## src/rtl/ab_pulse_gen.sv

```systemverilog
// a/b stimulus generator for the delay-sequence checker: N transactions, b lags a by G cycles.
// Build option: define AB_PULSE_GEN_OVERLAP_EN for back-to-back a pulses tracked by a shift register.
module ab_pulse_gen #(
    parameter int GAP_W = 4,
    parameter int CNT_W = 8
) (
    input  logic             clk,
    input  logic             rst_n,
    input  logic             start,
    input  logic             stop,
    input  logic [GAP_W-1:0] gap,
    input  logic [CNT_W-1:0] count,
    output logic             a,
    output logic             b,
    output logic             busy,
    output logic             done,
    output logic [CNT_W-1:0] sent
);

    typedef enum logic [1:0] {ST_IDLE, ST_FIRE, ST_WAIT, ST_FINISH} state_t;

    state_t           state, state_nxt;
    logic [GAP_W-1:0] g_q, g_nxt;
    logic [CNT_W-1:0] n_q, n_nxt;
    logic [CNT_W-1:0] sent_nxt;
    logic             a_nxt, b_nxt, busy_nxt, done_nxt;

`ifdef AB_PULSE_GEN_OVERLAP_EN
    localparam int DEPTH = 1 << GAP_W;
    logic [DEPTH-1:0] sh, sh_nxt;
    logic [CNT_W-1:0] issued, issued_nxt;
`else
    logic [GAP_W-1:0] cnt, cnt_nxt;
`endif

    always_comb begin
        state_nxt = state;
        g_nxt     = g_q;
        n_nxt     = n_q;
        sent_nxt  = sent;
`ifdef AB_PULSE_GEN_OVERLAP_EN
        issued_nxt = issued;
        sh_nxt     = '0;
`else
        cnt_nxt = cnt;
`endif
        case (state)
            ST_IDLE: begin
                if (start && !stop) begin
                    if (count != '0) begin
                        g_nxt     = gap;
                        n_nxt     = count;
                        sent_nxt  = '0;
`ifdef AB_PULSE_GEN_OVERLAP_EN
                        issued_nxt = '0;
`endif
                        state_nxt = ST_FIRE;
                    end else begin
                        state_nxt = ST_FINISH;
                    end
                end
            end
`ifdef AB_PULSE_GEN_OVERLAP_EN
            ST_FIRE, ST_WAIT: begin
                if (sent == n_q)
                    state_nxt = ST_FINISH;
                else if (state == ST_FIRE && issued != n_q)
                    state_nxt = ST_FIRE;
                else
                    state_nxt = ST_WAIT;
            end
`else
            ST_FIRE: begin
                if (g_q == '0)
                    state_nxt = (sent == n_q) ? ST_FINISH : ST_FIRE;
                else begin
                    cnt_nxt   = g_q;
                    state_nxt = ST_WAIT;
                end
            end
            ST_WAIT: begin
                // cnt==1 marks the cycle b is already high, so sent is up to date here
                if (cnt == GAP_W'(1))
                    state_nxt = (sent == n_q) ? ST_FINISH : ST_FIRE;
                else
                    cnt_nxt = cnt - GAP_W'(1);
            end
`endif
            default: state_nxt = ST_IDLE;
        endcase

        if (stop && (state == ST_FIRE || state == ST_WAIT))
            state_nxt = ST_IDLE;

        a_nxt    = (state_nxt == ST_FIRE);
        busy_nxt = (state_nxt == ST_FIRE) || (state_nxt == ST_WAIT);
        done_nxt = (state_nxt == ST_FINISH);

`ifdef AB_PULSE_GEN_OVERLAP_EN
        // sh[j] holds a from j+1 cycles ago; cleared whenever no run is active
        b_nxt = 1'b0;
        if (busy_nxt) begin
            sh_nxt = {sh[DEPTH-2:0], a};
            if (g_nxt == '0)
                b_nxt = a_nxt;
            else if (g_nxt == GAP_W'(1))
                b_nxt = a;
            else
                b_nxt = sh[g_nxt - GAP_W'(2)];
        end
        issued_nxt = issued_nxt + CNT_W'(a_nxt);
`else
        b_nxt = ((state_nxt == ST_FIRE) && (g_nxt == '0)) ||
                ((state_nxt == ST_WAIT) && (cnt_nxt == GAP_W'(1)));
`endif
        sent_nxt = sent_nxt + CNT_W'(b_nxt);
    end

    always_ff @(posedge clk or negedge rst_n) begin
        if (!rst_n) begin
            state <= ST_IDLE;
            g_q   <= '0;
            n_q   <= '0;
            sent  <= '0;
            a     <= 1'b0;
            b     <= 1'b0;
            busy  <= 1'b0;
            done  <= 1'b0;
`ifdef AB_PULSE_GEN_OVERLAP_EN
            sh     <= '0;
            issued <= '0;
`else
            cnt <= '0;
`endif
        end else begin
            state <= state_nxt;
            g_q   <= g_nxt;
            n_q   <= n_nxt;
            sent  <= sent_nxt;
            a     <= a_nxt;
            b     <= b_nxt;
            busy  <= busy_nxt;
            done  <= done_nxt;
`ifdef AB_PULSE_GEN_OVERLAP_EN
            sh     <= sh_nxt;
            issued <= issued_nxt;
`else
            cnt <= cnt_nxt;
`endif
        end
    end

endmodule

```

## config.mk

```make
export PLATFORM = sky130hd
export DESIGN_NAME = ab_pulse_gen
export DESIGN_NICKNAME = d
export VERILOG_FILES = /design/src/rtl/ab_pulse_gen.sv
export SDC_FILE = /design/constraint.sdc
export NUM_CORES = 1
export LEC_CHECK = 0
export BUFFER_PORTS_ARGS = -buffer_cell sky130_fd_sc_hd__buf_2
export CAP_MARGIN = 5
export CORE_MARGIN = 3
export CORE_UTILIZATION = 55
export CTS_BUF_LIST = sky130_fd_sc_hd__clkbuf_4 sky130_fd_sc_hd__clkbuf_8 sky130_fd_sc_hd__clkbuf_16
export DETAILED_ROUTE_END_ITERATION = 10
export PLACE_DENSITY = 0.76
export SKIP_CTS_REPAIR_TIMING = 1
export SLEW_MARGIN = 20
export SYNTH_ARGS = -nofsm -noshare
export SYNTH_HDL_FRONTEND = slang
export SYNTH_SLANG_ARGS = --single-unit
```

## constraint.sdc

```tcl
create_clock -name clk -period 3.1 [get_ports clk]
set_input_delay 0.62 -clock clk [delete_from_list [all_inputs] [get_ports clk]]
set_output_delay 0.62 -clock clk [all_outputs]
set_load 0.02 [all_outputs]
```

## After elaboration in Yosys (flattened, before gate mapping)

Index checks and enable logic that the tools add are counted.

| word-level totals | value |
|---|---|
| output and inout port bits | 12 |
| bits of input ports | 16 |
| register bits | 30 |

| cells by class | value |
|---|---|
| mux-type cells | 16 |
| reduce and logical (&&, ||, !) cells | 13 |
| eq/ne operators | 8 |
| add/sub/neg operators | 2 |

Operators by type and width:

| kind | number |
|---|---|
| two-way mux 8 bit | 3 |
| two-way mux 4 bit | 5 |
| two-way mux 2 bit | 6 |
| adder 8 x 1 -> 8 bit | 1 |
| == test 4 x 1 -> 1 bit (second input constant) | 2 |
| == test 8 bit | 1 |
| logical NOT 4 bit | 2 |
| case mux 4 bit (2 select lines) | 1 |
| nonzero test 8 bit | 1 |
| == test 2 bit (second input constant) | 3 |
| case mux 2 bit (3 select lines) | 1 |
| == test 2 x 1 -> 1 bit (second input constant) | 2 |
| logical AND 1 bit | 4 |
| subtractor 4 x 1 -> 4 bit (second input constant) | 1 |
| logical OR 1 bit | 3 |
| AND reduction 3 bit | 1 |
| logical NOT 2 bit | 1 |
| logical NOT 1 bit | 1 |

## Depth between registers and ports, before layout

| logic depth | value |
|---|---|
| word-level depth | 9 |
| gate-level depth with buffers | 15 |

## Least setup slack after synthesis

No wires, ideal clock.

| timing path | value |
|---|---|
| kind | register to register |
| start point | register state[0] |
| end point | register sent[4] |
| arrival time | 2.545 ns |
| cell stages (with the launch flop) | 15 |
| setup slack | 0.433 ns |
| setup time | 0.122 ns |
| buffers on the path | 0 |
| path through | dfrtp_1 inv_1 ha_1 nor2b_1 a31oi_1 nor3_1 o21a_1 ha_1 nand2_1 o41ai_2 ha_1 ha_1 nand3_1 xor2_1 nor2_1 |

| between the ends | value |
|---|---|
| word-level cells in the longest chain between the ends | 8 |

RTL lines:

| what | line | RTL |
|---|---|---|
| start: declaration | 22 | `state_t state, state_nxt;` |
| start signal: assignment | 136 | `state <= state_nxt;` |
| parallel branches: the longest is 3 deep, another holds case mux 2 bit (3 select lines) | - |  |
| two-way mux 2 bit (*) | 92 | `if (stop && (state == ST_FIRE \|\| state == ST_WAIT))` |
| named net state_nxt[1] | 22 |  |
| == test 2 x 1 -> 1 bit or == test 2 bit (tied branches) | 113, 114 |  |
| logical AND 1 bit (on tied branches) | 113, 114 |  |
| logical OR 1 bit (*) | 113 | `b_nxt = ((state_nxt == ST_FIRE) && (g_nxt == '0)) \|\|` |
| named net b_nxt | 26 | `logic a_nxt, b_nxt, busy_nxt, done_nxt;` |
| adder 8 x 1 -> 8 bit (*) | 116 | `sent_nxt = sent_nxt + CNT_W'(b_nxt);` |
| named net sent_nxt[4] | 25 | `logic [CNT_W-1:0] sent_nxt;` |
| end signal: assignment | 139 | `sent <= sent_nxt;` |
| end: declaration | 17 | `output logic [CNT_W-1:0] sent` |

Mark *: on every way through the listed nets, which the timed path passes.
A chain may end at the register's enable or synchronous reset.

## Final worst setup path

Same ends and word-level chain as after synthesis.

==> flow_summary.toml <==
[run_status]
status = "finished, final reports clean"

[floorplan]
dieArea_mm2 = 0.00362
coreArea_mm2 = 0.00278
std_cell_rows = 19
die_w_um = 60.2
pin_count = 28
die_h_um = 60.2
start_util_pct = 58.0

[synthesis]
syn_inst = 147
synth_most_common_cell = "dfrtp_1"
seq_area_frac_synth_pct = 46.5
syn_area_mm2 = 0.00161
synth_top_area_share_pct = 46.5
yosys_most_used_dff = "dfrtp_1"
synthDistinctLibCells = 35
yosysWarnings = 0
async_flop_share_pct = 100
yosys.area.top_type = "dfrtp_1"
syn_nets = 174
synth_area_leaders = "dfrtp_1 (47%), ha_1 (8.5%), mux2_2 (8.4%)"
synth-seq-cells = 30
synth-edff-count = 0
syn-mean-instance-area_um2 = 11.0
yosys-top-cells-count = "dfrtp_1 (30), mux2_2 (12), ha_1 (11), inv_1 (10)"

[final_layout]
finalNetCount = 207
n_fill_cell = 218
fin_util_pct = 69.1
drive_gt1_share_pct = 32.6
diodes = 0
areaGrowthSynthToFinish_pct = 19.2

[clock_network]
cts-root-buf = "clkbuf_4"
cts_sinks = 30
cts_tree = "yes"
worstSkewPairLatency_ps = 330
path_clk_slew_ps = 100
htree_levels = 2
cts_buffers = 5
cts_buffer_depth = 2

[setup_path]
required_ps = 3330
end_kind = "register"
cp.arrival_ps = 3090
path_max_fanout = 5
crit_path_start_kind = "register"
critical_path_class = "register to register"

[power_and_ir_drop]
peakVddDrop_v = 0.000696
power.density_mw_per_mm2 = 883
switching_share_pct = 35.2
power.leakage_nw = 0.925
p_clk_share_pct = 24.0
share_comb_of_total_power_pct = 38.9
pwr-share-seq_pct = 37.1
p_total_mw = 1.70
power_switching_mw = 0.597
internal-power_mw = 1.10

[detailed_routing]
drt_iter0_drc = 51
drc = 0
viasPerCell = 5.61
routedWlPerCell_um = 14.8
ant_nets = 0
route.vias.total = 1190
wl_mm = 3.13
first_pass_iters = 4

[placement]
hpwl_mm = 2.36
port_buffers = 27
routabilityCongestion = 0.848

[global_routing]
grt_pass1_vias = 1124
grt_pass1_wl_mm = 5.09
grt_max_degree = 31
grt_overflow = 0
grt.total_usage_pct = 19.5
antenna_found_initial = 0

[timing]
fmax_ghz = 0.350
timing.hold.ws_ps = 299
slew_headroom_pct = 58.0
slew_viol_final = 0
setup_viol = 0
hold_viol = 0
rsz0062_at_grt = "false"
worst_pin_slew_ps = 630
setup-tns-final_ps = 0
period_share_pct = 92.2
fin_skew_ps = 13.3
period_minus_slack_ps = 2860

[job]
cap_violations = 0

[min_path]
hold_class = "input pin to asynchronous set/reset pin"
[layout make-up]
class                      count  area (µm²)  share of cell area [%]
multi-input combinational    104         835                    43.4
sequential                    30         751                    39.0
clock inverter                 2        60.1                    3.12
inverter                      10        37.5                    1.95
tap                           31        38.8                    2.02
clock buffer                   6        51.3                    2.67
timing repair buffer          29         150                    7.81
[critical path, stage by stage, from the launching register on]
cell and delay [ps]:
dfrtp_1 430, inv_1 100, ha_1 160, nor2b_2 200
a31oi_1 140, nor3_2 240, o21a_1 180, ha_1 150
nand2_1 80, o41ai_4 260, ha_2 280, ha_1 220
nand3_1 110, xor2_1 160, nor2_1 60
[through the flow]
step                      setup slack, ps  cells  instance area (µm²)
after floorplan                       433    147                 1610
after global placement                103    204                 1790
after detailed placement            -74.0    204                 1790
after CTS                            88.0    212                 1900
after global routing                 19.2    212                 1920
final                                 241    212                 1920
[layout by cell type (no fill, tap or decap), types with 2 or more instances in the layout]
master     synthesis  routed
buf_2              3      27
inv_1             10      10
o21ai_1            1       2
and3_1             2       2
dfrtp_1           30      30
nor2b_1            5       4
ha_1              11      10
buf_4              0       2
xnor2_1            9       9
xor2_1             5       5
bufinv_16          0       2
mux2_2            12      12
o21ai_0            6       5
nand2_1            6       6
mux2i_1            2       2
a31oi_1            2       2
nand4_1            3       3
nor4_1             3       3
clkbuf_4           0       5
a21oi_1            3       2
nand2b_1           3       3
nor2_1             7       7
nand3_1            9       9
[state kept, by name, summed over array words and instances, names as in the netlist]
signal	flops
n_q	8
sent	8
cnt	4
g_q	4
state	2
a	1
b	1
busy	1
done	1
[power groups by stage]
stage / Clock (mW) / Sequential, mW / Combinational, mW
2_1_floorplan: 0 / 0.645 / 0.453
3_3_place_gp: 0 / 0.635 / 0.608
3_5_place_dp: 0 / 0.639 / 0.634
4_1_cts: 0.411 / 0.631 / 0.637
5_1_grt: 0.433 / 0.650 / 0.732
6_report: 0.407 / 0.631 / 0.660
[kinds of logic (layout without fill, tap and decap cells)]
| kind of cell | after synthesis | count (layout) | synth area share (%) |
|---|---|---|---|
| flip-flops | 30 | 30 | 46.5 |
| buffers and inverters | 13 | 47 | 3.26 |
| adder cells (fa/ha/maj) | 11 | 11 | 8.53 |
| AND/OR/NAND/NOR | 45 | 45 | 15.2 |
| multiplexers | 14 | 14 | 9.62 |
| XOR/XNOR | 14 | 14 | 7.60 |
| AO/OA/AOI/OAI | 20 | 20 | 9.23 |
[worst paths after layout]
kind	start	endpoint	slack, ps	cells past startpoint
worst max-delay path	state[0]	sent[4]	240	14
worst min-delay path	rst_n	n_q[2]	300	1
worst max register to register	state[0]	sent[4]	240	14
worst min register to register	n_q[2]	n_q[2]	540	1
max in group asynchronous	rst_n	g_q[3]	2390	1
min in group clk	count[2]	n_q[2]	530	2
[per-layer routing]
metal	GRT usage, %	vias up	wire length, µm
li1	-	582	-
met1	24.9	580	1400
met2	30.7	24	1560
met3	5.83	4	130
met4	8.23	0	40
met5	0	-	0
No activity file was read; power rests on OpenSTA's default activity.
